`src/rtl/fetch_pkg.sv`:
```
// Shared fetch-path types and default sizes for the fetch queue.
// FETCH_WIDTH / INST_ADDR_WIDTH may be overridden by macros of the same name.
`ifndef FETCH_WIDTH
`define FETCH_WIDTH 2
`endif
`ifndef INST_ADDR_WIDTH
`define INST_ADDR_WIDTH 32
`endif

package fetch_pkg;

  localparam int FQ_FETCH_WIDTH_DEFAULT     = `FETCH_WIDTH;
  localparam int FQ_INST_ADDR_WIDTH_DEFAULT = `INST_ADDR_WIDTH;
  localparam int FQ_DEPTH_DEFAULT           = 4;

  typedef struct packed {
    logic [FQ_FETCH_WIDTH_DEFAULT-1:0][31:0] inst;
    logic [FQ_INST_ADDR_WIDTH_DEFAULT-1:0]   pc;
    logic [FQ_INST_ADDR_WIDTH_DEFAULT-1:0]   pc_plus_4;
    logic                                    last;
  } fetch_bundle_t;

  // Occupancy counter width able to represent 0..depth inclusive.
  function automatic int fq_cnt_w(input int depth);
    return $clog2(depth + 1);
  endfunction

endpackage

```
`src/rtl/fetch_queue_if.sv`:
```
// IFU -> fetch queue -> decode handshake bundle.
// master = IFU/decode side driving the queue, slave = the queue itself.
interface fetch_queue_if
  import fetch_pkg::*;
#(
  parameter int FETCH_WIDTH     = FQ_FETCH_WIDTH_DEFAULT,
  parameter int INST_ADDR_WIDTH = FQ_INST_ADDR_WIDTH_DEFAULT,
  parameter int DEPTH           = FQ_DEPTH_DEFAULT
);
  localparam int CNT_W = fq_cnt_w(DEPTH);

  logic                            flush;
  logic                            in_valid;
  logic                            in_ready;
  logic [FETCH_WIDTH-1:0][31:0]    in_inst;
  logic [INST_ADDR_WIDTH-1:0]      in_pc;
  logic [INST_ADDR_WIDTH-1:0]      in_pc_plus_4;
  logic                            in_last;
  logic                            out_valid;
  logic                            out_ready;
  logic [FETCH_WIDTH-1:0][31:0]    out_inst;
  logic [INST_ADDR_WIDTH-1:0]      out_pc;
  logic [INST_ADDR_WIDTH-1:0]      out_pc_plus_4;
  logic                            out_drained;
  logic [CNT_W-1:0]                occupancy;

  modport master (
    output flush, in_valid, in_inst, in_pc, in_pc_plus_4, in_last, out_ready,
    input  in_ready, out_valid, out_inst, out_pc, out_pc_plus_4, out_drained, occupancy
  );

  modport slave (
    input  flush, in_valid, in_inst, in_pc, in_pc_plus_4, in_last, out_ready,
    output in_ready, out_valid, out_inst, out_pc, out_pc_plus_4, out_drained, occupancy
  );

endinterface

```
`src/rtl/fq_ptr.sv`:
```
// Wrap-around index counter 0..DEPTH-1 with synchronous clear and increment.
module fq_ptr #(
  parameter  int DEPTH = 4,
  localparam int PTR_W = (DEPTH > 1) ? $clog2(DEPTH) : 1
) (
  input  logic             clk,
  input  logic             reset,
  input  logic             inc,
  input  logic             clear,
  output logic [PTR_W-1:0] ptr
);

  localparam logic [PTR_W-1:0] LAST = PTR_W'(DEPTH - 1);

  // Clear wins over increment so a redirect always restarts at entry 0.
  always_ff @(posedge clk or negedge reset) begin
    if (!reset) begin
      ptr <= '0;
    end else if (clear) begin
      ptr <= '0;
    end else if (inc) begin
      ptr <= (ptr == LAST) ? '0 : ptr + 1'b1;
    end
  end

endmodule

```
`src/rtl/fetch_queue.sv`:
```
// Multi-entry fetch bundle queue between IFU and decode with redirect flush.
// Optional zero-latency empty-queue bypass: define FETCH_QUEUE_BYPASS_EN.
module fetch_queue
  import fetch_pkg::*;
#(
  parameter int FETCH_WIDTH     = FQ_FETCH_WIDTH_DEFAULT,
  parameter int INST_ADDR_WIDTH = FQ_INST_ADDR_WIDTH_DEFAULT,
  parameter int DEPTH           = FQ_DEPTH_DEFAULT
) (
  input  logic          clk,
  input  logic          reset,
  fetch_queue_if.slave  bus
);

  localparam int CNT_W = fq_cnt_w(DEPTH);
  localparam int PTR_W = (DEPTH > 1) ? $clog2(DEPTH) : 1;
  localparam logic [CNT_W-1:0] FULL = CNT_W'(DEPTH);

  logic [FETCH_WIDTH-1:0][31:0] inst_mem [DEPTH];
  logic [INST_ADDR_WIDTH-1:0]   pc_mem   [DEPTH];
  logic [INST_ADDR_WIDTH-1:0]   pc4_mem  [DEPTH];

  logic [CNT_W-1:0] count;
  logic             last_seen;
  logic [PTR_W-1:0] wr_ptr;
  logic [PTR_W-1:0] rd_ptr;

  logic in_ready;
  logic q_valid;
  logic push;
  logic pop;
  logic wr_en;

  assign in_ready = (count != FULL);
  assign q_valid  = (count != '0);
  assign push     = bus.in_valid & in_ready & ~bus.flush;
  assign pop      = q_valid & bus.out_ready & ~bus.flush;

`ifdef FETCH_QUEUE_BYPASS_EN
  logic bypass;
  logic bypass_take;

  // An empty queue forwards the incoming bundle straight to decode; if decode
  // takes it this cycle it never occupies an entry.
  assign bypass      = ~q_valid & bus.in_valid & ~bus.flush;
  assign bypass_take = bypass & bus.out_ready;
  assign wr_en       = push & ~bypass_take;

  assign bus.out_valid     = q_valid | bypass;
  assign bus.out_inst      = bypass ? bus.in_inst      : inst_mem[rd_ptr];
  assign bus.out_pc        = bypass ? bus.in_pc        : pc_mem[rd_ptr];
  assign bus.out_pc_plus_4 = bypass ? bus.in_pc_plus_4 : pc4_mem[rd_ptr];
`else
  assign wr_en = push;

  assign bus.out_valid     = q_valid;
  assign bus.out_inst      = inst_mem[rd_ptr];
  assign bus.out_pc        = pc_mem[rd_ptr];
  assign bus.out_pc_plus_4 = pc4_mem[rd_ptr];
`endif

  assign bus.in_ready    = in_ready;
  assign bus.out_drained = last_seen & ~q_valid;
  assign bus.occupancy   = count;

  fq_ptr #(.DEPTH(DEPTH)) u_wr_ptr (
    .clk   (clk),
    .reset (reset),
    .inc   (wr_en),
    .clear (bus.flush),
    .ptr   (wr_ptr)
  );

  fq_ptr #(.DEPTH(DEPTH)) u_rd_ptr (
    .clk   (clk),
    .reset (reset),
    .inc   (pop),
    .clear (bus.flush),
    .ptr   (rd_ptr)
  );

  always_ff @(posedge clk or negedge reset) begin
    if (!reset) begin
      count <= '0;
    end else if (bus.flush) begin
      count <= '0;
    end else begin
      case ({wr_en, pop})
        2'b10:   count <= count + 1'b1;
        2'b01:   count <= count - 1'b1;
        default: count <= count;
      endcase
    end
  end

  always_ff @(posedge clk or negedge reset) begin
    if (!reset) begin
      last_seen <= 1'b0;
    end else if (bus.flush) begin
      last_seen <= 1'b0;
    end else if (push && bus.in_last) begin
      last_seen <= 1'b1;
    end
  end

  // Storage is left untouched by flush; only the pointers and count restart.
  always_ff @(posedge clk or negedge reset) begin
    if (!reset) begin
      for (int i = 0; i < DEPTH; i++) begin
        inst_mem[i] <= '0;
        pc_mem[i]   <= '0;
        pc4_mem[i]  <= '0;
      end
    end else if (wr_en) begin
      inst_mem[wr_ptr] <= bus.in_inst;
      pc_mem[wr_ptr]   <= bus.in_pc;
      pc4_mem[wr_ptr]  <= bus.in_pc_plus_4;
    end
  end

  a_in_stable: assert property (@(posedge clk) disable iff (!reset)
    (bus.in_valid && !in_ready && !bus.flush) |=>
      (bus.in_valid && $stable(bus.in_inst) && $stable(bus.in_pc) &&
       $stable(bus.in_pc_plus_4) && $stable(bus.in_last)));

  a_count_bound: assert property (@(posedge clk) disable iff (!reset)
    count <= FULL);

endmodule

```
`src/flat_wrapper.sv`:
```
// flat-port wrapper written by rule: the top's interface ports become plain ports
module fetch_queue_flat import fetch_pkg::*;
#(
  parameter int FETCH_WIDTH     = FQ_FETCH_WIDTH_DEFAULT,
  parameter int INST_ADDR_WIDTH = FQ_INST_ADDR_WIDTH_DEFAULT,
  parameter int DEPTH           = FQ_DEPTH_DEFAULT
)
  (clk, reset, bus_flush, bus_in_valid, bus_in_inst, bus_in_pc, bus_in_pc_plus_4, bus_in_last, bus_out_ready, bus_in_ready, bus_out_valid, bus_out_inst, bus_out_pc, bus_out_pc_plus_4, bus_out_drained, bus_occupancy);
  fetch_queue_if #(.FETCH_WIDTH(FETCH_WIDTH), .INST_ADDR_WIDTH(INST_ADDR_WIDTH), .DEPTH(DEPTH)) bus_i ();
  input  logic clk;
  input  logic reset;
  input wire logic [$bits(bus_i.flush)-1:0] bus_flush;
  input wire logic [$bits(bus_i.in_valid)-1:0] bus_in_valid;
  input wire logic [$bits(bus_i.in_inst)-1:0] bus_in_inst;
  input wire logic [$bits(bus_i.in_pc)-1:0] bus_in_pc;
  input wire logic [$bits(bus_i.in_pc_plus_4)-1:0] bus_in_pc_plus_4;
  input wire logic [$bits(bus_i.in_last)-1:0] bus_in_last;
  input wire logic [$bits(bus_i.out_ready)-1:0] bus_out_ready;
  output wire logic [$bits(bus_i.in_ready)-1:0] bus_in_ready;
  output wire logic [$bits(bus_i.out_valid)-1:0] bus_out_valid;
  output wire logic [$bits(bus_i.out_inst)-1:0] bus_out_inst;
  output wire logic [$bits(bus_i.out_pc)-1:0] bus_out_pc;
  output wire logic [$bits(bus_i.out_pc_plus_4)-1:0] bus_out_pc_plus_4;
  output wire logic [$bits(bus_i.out_drained)-1:0] bus_out_drained;
  output wire logic [$bits(bus_i.occupancy)-1:0] bus_occupancy;
  assign bus_i.flush = bus_flush;
  assign bus_i.in_valid = bus_in_valid;
  assign bus_i.in_inst = bus_in_inst;
  assign bus_i.in_pc = bus_in_pc;
  assign bus_i.in_pc_plus_4 = bus_in_pc_plus_4;
  assign bus_i.in_last = bus_in_last;
  assign bus_i.out_ready = bus_out_ready;
  assign bus_in_ready = bus_i.in_ready;
  assign bus_out_valid = bus_i.out_valid;
  assign bus_out_inst = bus_i.out_inst;
  assign bus_out_pc = bus_i.out_pc;
  assign bus_out_pc_plus_4 = bus_i.out_pc_plus_4;
  assign bus_out_drained = bus_i.out_drained;
  assign bus_occupancy = bus_i.occupancy;
  fetch_queue #(.FETCH_WIDTH(FETCH_WIDTH), .INST_ADDR_WIDTH(INST_ADDR_WIDTH), .DEPTH(DEPTH)) u_core (.clk(clk), .reset(reset), .bus(bus_i));
endmodule
```
`config.mk`:
```
export PLATFORM = sky130hd
export DESIGN_NAME = fetch_queue_flat
export DESIGN_NICKNAME = d
export VERILOG_FILES = /design/src/rtl/fetch_pkg.sv /design/src/rtl/fetch_queue_if.sv /design/src/rtl/fq_ptr.sv /design/src/rtl/fetch_queue.sv /design/src/flat_wrapper.sv
export SDC_FILE = /design/constraint.sdc
export NUM_CORES = 1
export LEC_CHECK = 0
export CORE_UTILIZATION = 57
export DETAILED_ROUTE_END_ITERATION = 12
export PLACE_DENSITY_LB_ADDON = 0.05
export SLEW_MARGIN = 20
export SYNTH_ARGS = -nofsm -noshare
export SYNTH_HDL_FRONTEND = slang
export SYNTH_SLANG_ARGS = --single-unit
```
`constraint.sdc`:
```
create_clock -name clk -period 2.4 [get_ports clk]
set_input_delay 0.36 -clock clk [delete_from_list [all_inputs] [get_ports clk]]
set_output_delay 0.36 -clock clk [all_outputs]
set_load 0.03 [all_outputs]
```
* After elaboration in Yosys (flattened, before gate mapping)
Cells that the tools add are included.
** Storage, ports and cells
- Register bits after elaboration :: 520
- Logic and storage cells :: 74
** Cells by class
- $add $sub $neg :: 4
- $lt $le $gt $ge :: 3
- Equal/unequal tests :: 5
- Mux-type cells :: 26
- Bitwise gates (word level) :: 9
- Reduce and logical (&&, ||, !) cells :: 7
** Operators by type and width (number)
- $bwmux W128 :: 2
- $bwmux W256 :: 1
- $mux W64 :: 3
- $mux W32 :: 5
- $bmux W32 S2 :: 2
- $bmux W64 S2 :: 1
- $demux W64 S2 :: 1
- $demux W32 S2 :: 1
- $mux W2 :: 6
- $eq A2 B2 Y1 const B :: 3
- $ge A3 B3 Y1 const B :: 2
- $not A2 Y3 :: 2
- $pmux W3 S2 :: 1
- $reduce_bool A2 Y1 :: 3
- $reduce_bool A3 Y1 :: 2
- $and A1 B1 Y1 :: 5
- $add A2 B1 Y2 const B :: 2
- $add A3 B1 Y3 const B :: 1
- $lt A3 B1 Y1 const B :: 1
- $mux W3 :: 1
- $ne A3 B3 Y1 const B :: 1
- $sub A3 B1 Y3 const B :: 1
- $eq A2 B1 Y1 const B :: 1
- $logic_and A1 B1 Y1 :: 2
- other kinds (2) :: 4

* Depth between registers and ports, before layout
Gate-level depths: netlist of the first run.
- Word-level depth :: 6
- Depth in mapped cells :: 7
- Mapped depth without buffers :: 6

* Hierarchy
A second synthesis of the first run with hierarchy kept.
** Unflattened totals
- Cell total of the unflattened synthesis :: 1300
- Area, all modules :: 23202.3 um2
** By module, submodules not included
- fetch_queue :: instances 1, cells an instance 1284, area each 23002.1 um2, seq. area each 12912.4 um2
- fq_ptr :: instances 2, cells an instance 8, area each 100.1 um2, seq. area each 50.0 um2

* Worst setup path after synthesis of the first run
No wires, ideal clock.
- Path type :: register to register
- Start point :: reg u_core.count[2], in the netlist u_core.bus.occupancy[2]
- End point :: reg u_core.count[1], in the netlist u_core.bus.occupancy[1]
- Arrival time :: 2.084 ns
- Data required time :: 2.275 ns
- Path slack :: 0.190 ns
- Cell stages (with the launch flop) :: 7
- Clock period less this slack :: 2.210 ns
- Cell sequence :: dfrtp_1 buf_2 o31ai_1 nor3_1 fa_1 o21ai_0 a2111oi_0
** On the way
- Cells in the longest elaborated chain, start to end :: 6
- Elaborated cells on any way between the ends :: 11
- Those cells by class :: eq/ne (3); mux (2); bitwise (4); reduce/logical (2)
** RTL lines
- start, declared :: RTL line fetch_queue.sv:23 : logic [CNT_W-1:0] count;
- start signal, assigned :: RTL line fetch_queue.sv:89 : 2'b10: count <= count + 1'b1;
- start signal, assigned :: RTL line fetch_queue.sv:90 : 2'b01: count <= count - 1'b1;
- start signal, assigned :: RTL line fetch_queue.sv:91 : default: count <= count;
- $ne A3 B3 Y1 / $reduce_bool A3 Y1 (equally long branches) :: RTL line fetch_queue.sv:34, fetch_queue.sv:35
- $and A1 B1 Y1, on equally long branches (2 in a row) :: RTL line fetch_queue.sv:36, fetch_queue.sv:37
- $eq A2 B1 Y1 / $eq A2 B2 Y1 (equally long branches) :: RTL line fetch_queue.sv:88 : case ({wr_en, pop})
- $pmux W3 S2 :: RTL line fetch_queue.sv:88
- $mux W3 :: RTL line fetch_queue.sv:85 : end else if (bus.flush) begin
Parallel ways exist; a longest one is shown, timed or not.
A chain may end at the register's enable or synchronous reset.

* Final worst setup path of the first run
- Start point :: reg u_core.u_rd_ptr.ptr[0]
- End point :: out bus_out_inst[43]
** On the way
- Cells in the longest elaborated chain, start to end :: 4
** RTL lines
- start, declared :: RTL line fq_ptr.sv:10 : output logic [PTR_W-1:0] ptr
- start signal, assigned :: RTL line fq_ptr.sv:22 : ptr <= (ptr == LAST) ? '0 : ptr + 1'b1;
- $not A2 Y3 (not written as such) :: RTL line fetch_queue.sv:57 : assign bus.out_inst = inst_mem[rd_ptr];
- $bmux W64 S2 :: RTL line fetch_queue.sv:57
- $mux W64 (not written as such) (2 in a row) :: RTL line fetch_queue.sv:57
- end, declared :: RTL line flat_wrapper.sv:21 : output wire logic [$bits(bus_i.out_inst)-1:0] bus_out_inst;
No other way between the ends. The select of a mux whose other input is x is not followed.

==> flow_metrics.py, run 1 <==
metrics = {
    "sta": {
        "rsz0062_at_grt": "yes",
        "fin_crit_sh": 1.098,
        "hold_violations": 0,
        "setup_ws_ps": -235.2,
        "setup_violations": 121,
        "drv_slew": 0,
        "setup_tns_ps": -15870,
        "clock_skew_ps": 16.15,
        "clock.fmax_mhz": 379.5,
        "whs_ps": 279.4,
        "period_needed_ps": 2635,
        "relSlewSlack": 0.6194,
        "worst_pin_slew_ps": 570.9,
    },
    "floorplanning": {
        "die_h_um": 211.5,
        "pin_count": 268,
        "die-area_um2": 44750,
        "initial_core_util": 0.5797,
        "dieWidth_um": 211.5,
        "std_cell_rows": 76,
        "core_um2": 43170,
    },
    "yosys": {
        "async_flop_share": 1.000,
        "yosys.area_share.adder": 0.003300,
        "synth_cell_types": 41,
        "ys_ff_latch": 520,
        "syn_area_per_cell_um2": 19.08,
        "synth_xor_area_frac": 0.0003499,
        "synth-main-ff-cell": "dfrtp_1",
        "yosysSeqAreaShare": 0.5199,
        "yosysWarnings": 0,
        "synthSimpleGateAreaFrac": 0.006999,
        "synth_top_family_by_area": "multiplexers",
        "synth_fp_nets": 1452,
        "muxShareOfSynthArea": 0.4133,
        "syn_area_um2": 25030,
        "synth-edff-count": 0,
        "synth_compound_area_frac": 0.005649,
        "postSynthCellCount": 1312,
    },
    "routing": {
        "vias": 13050,
        "wl_met3_um": 2589,
        "wl_met2_um": 26310,
        "wl_per_cell_um": 23.92,
        "drtAntennaViolNets": 0,
        "vias_per_cell": 5.641,
        "drc": 0,
        "drtIter0Drc": 648,
        "wirelength_um": 55320,
        "drt-pass1-iter-count": 4,
        "top_layer": "met5",
        "wl_met1_um": 25160,
    },
    "placed_design": {
        "io_buffers": 267,
        "post-dp-hpwl_um": 34830,
        "gp_congestion": 0.7531,
    },
    "power_and_ir_drop": {
        "ir_drop_v": 0.0007099,
        "p_sw_w": 0.009649,
        "pwr_density_cell_nw_per_um2": 1072,
        "p_clk_frac": 0.255,
        "leakagePower_nw": 15.16,
        "swShare": 0.2891,
        "seqPwrFrac": 0.396,
        "power_w": 0.03338,
        "p_int_w": 0.02373,
        "p_comb_frac": 0.349,
    },
    "clocking": {
        "cts.sinks": 520,
        "cts_max_level": 2,
        "cts_tree": "built",
        "numCtsBuffers": 55,
        "root_buffer": "clkbuf_16",
        "clkTransAtPathRegs_ps": 60,
        "clk_path_buf_depth": 3,
        "clkLatencyLatePin_ps": 600,
    },
    "finish": {
        "ff_latch_area_um2": 13020,
        "multi_input_area_um2": 10780,
        "nFillCells": 2816,
        "drive_gt1_frac": 0.5815,
        "area_delta_synth_final_pct": 24.36,
        "nets": 1822,
    },
    "global_route": {
        "grt_max_degree": 58,
        "antenna_found_initial": 7,
        "grt_overflow": 0,
        "grt_usage": 0.2572,
        "grt_pass1_wl_um": 88090,
        "grt_pass1_vias": 14630,
    },
    "critical_path": {
        "path_common_cell": "buf_12",
        "cp-end-kind": "output port",
        "crit_path_cell_trace": "buf_12 > buf_12 > buf_16 > buf_12 > mux4_2 > buf_6",
        "r2r_cells": 5,
        "critPathArrivalTime_ps": 2280,
        "reg2reg_to": "u_core.bus.occupancy[1]$_DFFE_PN0P_",
        "rrSetupSlack_ps": 140,
        "cp.required_ps": 2040,
        "reg2reg_from": "u_core.bus.occupancy[0]$_DFFE_PN0P_",
        "slowest_stage": "dfrtp_4",
        "path_buf_inv": 5,
        "crit_path_start_kind": "register",
        "crit_fanout": 7,
        "crit_family": "buffers and inverters",
        "crit_type": "reg2out",
        "cpPeakStageDelay_ps": 500,
    },
    "run_status": {
        "outcome": "complete, but fails checks",
        "violations": "setup timing",
    },
    "job": {
        "max_cap_violations": 0,
    },
    "worst_hold_path": {
        "hp-class": "in2async",
    },
}
cell usage in the layout (no fill, tap or decap), types with 3 or more instances in the layout:
master,netlist,final
buf_12,50,58
buf_16,0,11
mux2_2,60,60
clkbuf_8,0,10
ha_1,5,5
o21ai_0,4,4
diode_2,0,5
nand3_1,3,3
clkinv_2,0,15
buf_8,2,9
clkdlybuf4s50_1,0,135
dfrtp_1,520,518
inv_1,5,5
buf_2,17,14
buf_6,5,106
clkbuf_16,0,57
nand2_1,4,4
mux4_2,128,128
buf_4,1,67
nor2_1,5,5
a21oi_1,7,7
bufinv_16,0,4
nand3_4,0,4
clkbuf_1,13,12
mux2_4,452,452
Yosys cell counts, types with 5 or more instances:
| library cell | number | area [um2] |
|---|---|---|
| buf_6 | 5 | 56.30 |
| ha_1 | 5 | 62.56 |
| mux2_4 | 452 | 6787 |
| a21oi_1 | 7 | 35.03 |
| dfrtp_1 | 520 | 13010 |
| nor2_1 | 5 | 18.77 |
| mux4_2 | 128 | 2883 |
| mux2_2 | 60 | 675.7 |
| inv_1 | 5 | 18.77 |
| buf_2 | 17 | 85.08 |
| clkbuf_1 | 13 | 48.80 |
| buf_12 | 50 | 1001 |
how the worst max path moves through the flow:
stage,start,end,cells after the start,slack (ps)
2_1_floorplan,u_core.bus.occupancy[2]$_DFFE_PN0P_,u_core.bus.occupancy[1]$_DFFE_PN0P_,6,190
3_3_place_gp,u_core.u_rd_ptr.ptr[0]$_DFFE_PN0P_,bus_out_pc_plus_4[9],3,50
3_5_place_dp,u_core.u_rd_ptr.ptr[0]$_DFFE_PN0P_,bus_out_inst[33],3,40
4_1_cts,u_core.u_rd_ptr.ptr[0]$_DFFE_PN0P_,bus_out_inst[43],6,-260
5_1_grt,u_core.u_rd_ptr.ptr[0]$_DFFE_PN0P_,bus_out_inst[43],6,-280
6_report,u_core.u_rd_ptr.ptr[0]$_DFFE_PN0P_,bus_out_inst[43],6,-240
per-layer routing:
metal / global-route usage / vias to the layer above
li1: - / 5638
met1: 0.3638 / 7072
met2: 0.4034 / 257
met3: 0.05162 / 75
met4: 0.07921 / 6
met5: 0 / -
state kept, by name, indices dropped and copies added (netlist names):
signal and flops:
u_core.u_rd_ptr.ptr 2, u_core.u_wr_ptr.ptr 2, u_core.pc_mem 128, u_core.last_seen 1, u_core.bus.occupancy 3, u_core.inst_mem 256, u_core.pc4_mem 128
repair_timing:
action                                  CTS  global route
endpoints found under the hold margin    32             0
gates resized for setup                 575            46
endpoints found under the setup margin  131           129
gates cloned                              8             0
buffers inserted                         41             1
pin swaps                                 0             0
hold buffers                              1             0
power groups by stage:
stage | sequential [W] | clock (W) | combinational, W
after global placement | 0.0132 | 0 | 0.0107
after CTS | 0.0132 | 0.00872 | 0.0116
final | 0.0132 | 0.00852 | 0.0116
after floorplan | 0.0127 | 0 | 0.00809
after global routing | 0.0135 | 0.00905 | 0.0122
after detailed placement | 0.0132 | 0 | 0.0109
cell type report:
type,count,share of cell area
timing repair buffer,404,0.1526
antenna,5,0.0004020
multi-input combinational,695,0.3465
tap,585,0.02352
sequential,520,0.4183
inverter,6,0.0007236
clock buffer,79,0.05170
clock inverter,19,0.006271
cells by family after synthesis:
| group | after synthesis |
|---|---|
| muxes | 640 |
| DFF | 520 |
| buffers and inverters | 97 |
| and+or+nand+nor | 26 |
| AOI/OAI and AO/OA | 22 |
| adders and majority gates | 6 |
| xor gates and xnor gates | 1 |
stage by stage:
step	instances	setup slack, ps	util	instance area, um2
after floorplan	1312	190.4	-	25030
after global placement	2160	54.23	0.6574	28380
after detailed placement	2160	41.38	0.6574	28380
after CTS	2308	-262.8	0.7188	31030
after global routing	2312	-280.0	0.7209	31120
final	2313	-235.2	0.7209	31120
Power figures use the tool's default switching activity.
==> run 2, diff against run 1 <==
CELL_PAD_IN_SITES_DETAIL_PLACEMENT = 1   (was not set)
CELL_PAD_IN_SITES_GLOBAL_PLACEMENT = 1   (was not set)
CORE_UTILIZATION = 49   (was 57)
==> flow_metrics.py, run 2 (synthesis results as in run 1) <==
metrics = {
    "power_and_ir_drop": {
        "p_sw_w": 0.009918,
        "swShare": 0.2942,
        "p_comb_frac": 0.340,
        "p_int_w": 0.02380,
        "leakagePower_nw": 15.08,
        "ir_drop_v": 0.0006746,
        "seqPwrFrac": 0.396,
        "p_clk_frac": 0.264,
        "pwr_density_cell_nw_per_um2": 1086,
        "power_w": 0.03371,
    },
    "routing": {
        "vias": 13220,
        "wl_per_cell_um": 25.43,
        "vias_per_cell": 5.532,
        "drtAntennaViolNets": 0,
        "drt-pass1-iter-count": 4,
        "wirelength_um": 60740,
        "drtIter0Drc": 581,
        "drc": 0,
    },
    "clocking": {
        "clk_path_buf_depth": 3,
        "clkLatencyLatePin_ps": 610,
        "cts_tree": "built",
        "root_buffer": "clkbuf_16",
        "clkTransAtPathRegs_ps": 60,
        "cts_max_level": 2,
        "cts.sinks": 520,
        "numCtsBuffers": 57,
    },
    "floorplanning": {
        "dieWidth_um": 228,
        "initial_core_util": 0.4978,
        "die_h_um": 228,
        "std_cell_rows": 82,
        "core_um2": 50270,
        "pin_count": 268,
        "die-area_um2": 51980,
    },
    "sta": {
        "fin_crit_sh": 1.072,
        "period_needed_ps": 2573,
        "clock_skew_ps": 17.93,
        "relSlewSlack": 0.5014,
        "clock.fmax_mhz": 388.6,
        "setup_tns_ps": -11830,
        "rsz0062_at_grt": "yes",
        "worst_pin_slew_ps": 747.9,
        "hold_violations": 0,
        "setup_ws_ps": -173.4,
        "setup_violations": 118,
        "drv_slew": 0,
    },
    "global_route": {
        "grt_usage": 0.2414,
        "grt_overflow": 0,
        "grt_pass1_vias": 15170,
        "antenna_found_initial": 8,
        "grt_max_degree": 58,
        "grt_pass1_wl_um": 96950,
    },
    "critical_path": {
        "rrSetupSlack_ps": 160,
        "cp-end-kind": "output port",
        "slowest_stage": "dfrtp_4",
        "crit_family": "buffers and inverters",
        "r2r_cells": 5,
        "crit_type": "reg2out",
        "crit_path_cell_trace": "buf_12 > buf_12 > buf_6 > mux4_2 > buf_6",
        "crit_path_start_kind": "register",
        "crit_start": "u_core.u_rd_ptr.ptr[0]$_DFFE_PN0P_",
        "critPathArrivalTime_ps": 2210,
        "cpPeakStageDelay_ps": 520,
        "cp.required_ps": 2040,
        "path_buf_inv": 4,
        "reg2reg_from": "u_core.bus.occupancy[0]$_DFFE_PN0P_",
        "reg2reg_to": "u_core.bus.occupancy[1]$_DFFE_PN0P_",
        "crit_fanout": 7,
    },
    "job": {
        "max_cap_violations": 0,
    },
    "run_status": {
        "violations": "setup timing",
        "outcome": "complete, but fails checks",
    },
    "finish": {
        "regMostFlops": "u_core.inst_mem",
        "final_cell_mix": "dfrtp_1 (518), mux2_4 (452), clkdlybuf4s50_1 (135), mux4_2 (128), buf_6 (109)",
        "area_delta_synth_final_pct": 24.04,
        "layout_commonest_cell": "dfrtp_1",
        "nets": 1812,
        "largest_reg_flops": 256,
        "reg_top3": "u_core.inst_mem (256), u_core.pc4_mem (128), u_core.pc_mem (128)",
        "drive_gt1_frac": 0.5822,
    },
    "worst_hold_path": {
        "hp-class": "in2async",
    },
    "placed_design": {
        "gp_congestion": 0.8246,
        "io_buffers": 267,
        "post-dp-hpwl_um": 38900,
    },
}
[run 2: changes by cell type in the layout (fill, tap and decap cells not counted), sizes merged]
cell	before	now
buf	265	251
clkinv	15	16
clkdlybuf4s15	0	1
diode	5	1
bufbuf	0	1
inv	6	7
clkbuf	80	83
[run 2: power by group through the flow]
stage	registers (W)	clock network, W	logic, W
after floorplan	0.0127	0	0.00809
after global placement	0.0133	0	0.0109
after detailed placement	0.0134	0	0.0112
after CTS	0.0133	0.00915	0.0115
after global routing	0.0136	0.00949	0.0121
final	0.0133	0.00892	0.0115
[run 2: final cells by class]
cell class	count	area, um2
diodes	1	2.502
clock buffers	82	1703
clock inverters	21	212.7
fillers	4356	19230
inverters	6	22.52
multi-input cells	695	10790
flip-flops and latches	520	13020
well taps	672	840.8
repair buffers	392	4454
[run 2: how the worst max path moves through the flow]
stage,to,cells after the start,slack [ps]
2_1_floorplan,u_core.bus.occupancy[1]$_DFFE_PN0P_,6,190
3_3_place_gp,bus_out_inst[11],4,40
3_5_place_dp,u_core.bus.occupancy[1]$_DFFE_PN0P_,7,10
4_1_cts,bus_out_inst[11],4,-300
5_1_grt,bus_out_pc_plus_4[9],5,-240
6_report,bus_out_inst[58],5,-170
[run 2: worst register-to-register path, cell delays in order (launching register included)]
cell	delay, ps
dfrtp_1	440
o31ai_1	500
nor3_1	130
fa_1	520
o21ai_0	90
a2111oi_0	420
[run 2: repair_timing]
item                                   4_1_cts  5_1_grt
setup endpoints to repair                  131      128
pin swaps                                    0        0
cloned                                       5        1
hold buffers                                 1        0
endpoints found under the hold margin       63        0
setup buffers                               24        6
resized for setup                          642      188
[run 2: metal layers]
layer,vias to the layer above,GRT usage,routed length [um]
li1,5639,-,-
met1,7189,0.3378,27010
met2,281,0.3846,29400
met3,92,0.05825,3156
met4,14,0.05117,1081
met5,-,0,93
[run 2: through the flow]
step                hold slack [ps]  utilization  cell area (um2)  setup WS [ps]  instances
global placement              299.3       0.5693            28620          39.53       2250
finish                        297.2       0.6175            31040         -173.4       2389
global route                  290.3       0.6175            31040         -242.4       2389
CTS                           234.0       0.6175            31040         -297.7       2383
detailed placement            302.3       0.5693            28620          9.999       2250
floorplan                     64.41            -            25030          190.4       1312
==> run 3, diff against run 2 <==
CTS_BUF_LIST = sky130_fd_sc_hd__clkbuf_16   (was not set)
TNS_END_PERCENT = 1   (was not set)
==> flow_metrics.py, run 3 (synthesis results as in run 1) <==
metrics = {
    "finish": {
        "layout_commonest_cell": "dfrtp_1",
        "drive_gt1_frac": 0.5657,
        "regMostFlops": "u_core.inst_mem",
        "largest_reg_flops": 256,
        "final_cell_mix": "dfrtp_1 (518), mux2_4 (452), clkdlybuf4s50_1 (135), mux4_2 (128), buf_2 (83)",
        "area_delta_synth_final_pct": 20.63,
        "design_area_um2": 30190,
        "reg_top3": "u_core.inst_mem (256), u_core.pc4_mem (128), u_core.pc_mem (128)",
        "antenna_cells": 0,
        "nets": 1786,
    },
    "routing": {
        "wl_met2_um": 28910,
        "top_layer": "met5",
        "vias_per_cell": 5.542,
        "wl_met3_um": 3335,
        "drt-pass1-iter-count": 4,
        "drc": 0,
        "wl_met1_um": 26280,
        "drtAntennaViolNets": 0,
        "vias": 13090,
        "drtIter0Drc": 575,
        "wl_per_cell_um": 25.22,
        "wirelength_um": 59560,
    },
    "critical_path": {
        "crit_fanout": 7,
        "slowest_stage": "dfrtp_4",
        "crit_path_start_kind": "register",
        "cpPeakStageDelay_ps": 540,
        "crit_type": "reg2out",
        "cp-end-kind": "output port",
        "critPathArrivalTime_ps": 2260,
        "r2r_cells": 5,
        "cp.required_ps": 2040,
        "crit_path_cell_trace": "buf_12 > clkbuf_16 > mux4_2 > dlygate4sd2_1",
    },
    "sta": {
        "worst_pin_slew_ps": 759.8,
        "setup_ws_ps": -220.6,
        "drv_slew": 0,
        "setup_violations": 128,
        "clock.fmax_mhz": 381.6,
        "clock_skew_ps": 12.85,
        "period_needed_ps": 2621,
        "rsz0062_at_grt": "yes",
        "hold_violations": 0,
        "relSlewSlack": 0.4935,
        "whs_ps": 296.8,
        "fin_crit_sh": 1.092,
    },
    "job": {
        "max_cap_violations": 0,
    },
    "clocking": {
        "cts_tree": "built",
        "root_buffer": "clkbuf_16",
        "clkTransAtPathRegs_ps": 60,
        "cts_max_level": 2,
        "clkLatencyLatePin_ps": 610,
        "numCtsBuffers": 57,
        "clk_path_buf_depth": 3,
        "cts.sinks": 520,
    },
    "floorplanning": {
        "die-area_um2": 51980,
        "std_cell_rows": 82,
        "dieWidth_um": 228,
        "pin_count": 268,
        "initial_core_util": 0.4978,
        "die_h_um": 228,
        "core_um2": 50270,
    },
    "placed_design": {
        "post_dp_cell_area_um2": 28620,
        "post-dp-hpwl_um": 38900,
        "io_buffers": 267,
        "pre_cts_slack_ps": 9.999,
        "gp_congestion": 0.8246,
    },
    "power_and_ir_drop": {
        "pwr_density_cell_nw_per_um2": 1071,
        "leakagePower_nw": 14.70,
        "power_w": 0.03235,
        "ir_drop_v": 0.0006199,
    },
    "run_status": {
        "outcome": "complete, but fails checks",
        "violations": "setup timing",
    },
    "global_route": {
        "antenna_found_initial": 7,
        "grt_max_degree": 58,
        "grt_overflow": 0,
        "grt_pass1_vias": 15070,
        "grt_usage": 0.2369,
        "grt_pass1_wl_um": 95550,
    },
    "worst_hold_path": {
        "hp-class": "in2async",
    },
}
[run 3: changes by cell type in the layout (fill, tap and decap cells not counted), sizes merged, moves of 3 or more]
cell,delta
buf,-62
clkinv,+14
inv,+9
dlygate4sd2,+3
clkdlybuf4s15,+32
clkbuf,-21
[run 3: path summary, 6_finish.rpt]
kind                            slack, ps                           startpoint                             endpoint
max in group asynchronous            1200                                reset     u_core.inst_mem[174]$_DFFE_PN0P_
worst min register to register        500       u_core.pc4_mem[46]$_DFFE_PN0P_       u_core.pc4_mem[46]$_DFFE_PN0P_
worst max-delay path                 -220   u_core.u_rd_ptr.ptr[0]$_DFFE_PN0P_                     bus_out_inst[48]
min in group clk                      330                          bus_in_last         u_core.last_seen$_DFFE_PN0P_
worst max register to register        170  u_core.bus.occupancy[0]$_DFFE_PN0P_  u_core.bus.occupancy[1]$_DFFE_PN0P_
worst min-delay path                  300                                reset        u_core.pc_mem[35]$_DFFE_PN0P_
[run 3: metal layers]
layer	vias to the layer above	global-route usage
met5	-	0
met4	14	0.04698
met3	85	0.06013
met2	253	0.3780
met1	7159	0.3301
li1	5579	-
[run 3: stage by stage]
stage                 util  instances  TNS (ps)
global route        0.6005       2362    -27920
finish              0.6005       2362    -17610
floorplan                -       1312         0
CTS                 0.6079       2355    -30820
detailed placement  0.5693       2250         0
global placement    0.5693       2250         0
[run 3: report_power, final]
part	internal, W	total (W)	switching [W]
clock	0.00484	0.00841	0.00358
sequential	0.0116	0.0133	0.00174
combinational	0.00621	0.0106	0.00439
total	0.0226	0.0323	0.00971
[run 3: worst max-delay path: cells and delay by family, from the launching register on]
kind	cells	cell delay, ps
buffers and inverters	3	690
muxes	1	420
DFF	1	540
[run 3: final cells by class]
| cell class | count | area (um2) |
|---|---|---|
| Clock buffer | 59 | 1476 |
| Clock inverter | 44 | 299.0 |
| Fill cell | 4443 | 20080 |
| Inverter | 6 | 22.52 |
| Multi-Input combinational cell | 695 | 10790 |
| Sequential cell | 520 | 13020 |
| Tap cell | 672 | 840.8 |
| Timing Repair Buffer | 366 | 3745 |
[run 3: timing repair]
action | in CTS | in global routing
setup buffers | 1 | 5
endpoints found under the hold margin | 63 | 0
hold buffers | 1 | 0
gates cloned | 0 | 2
gates resized for setup | 341 | 183
setup endpoints to repair | 131 | 129
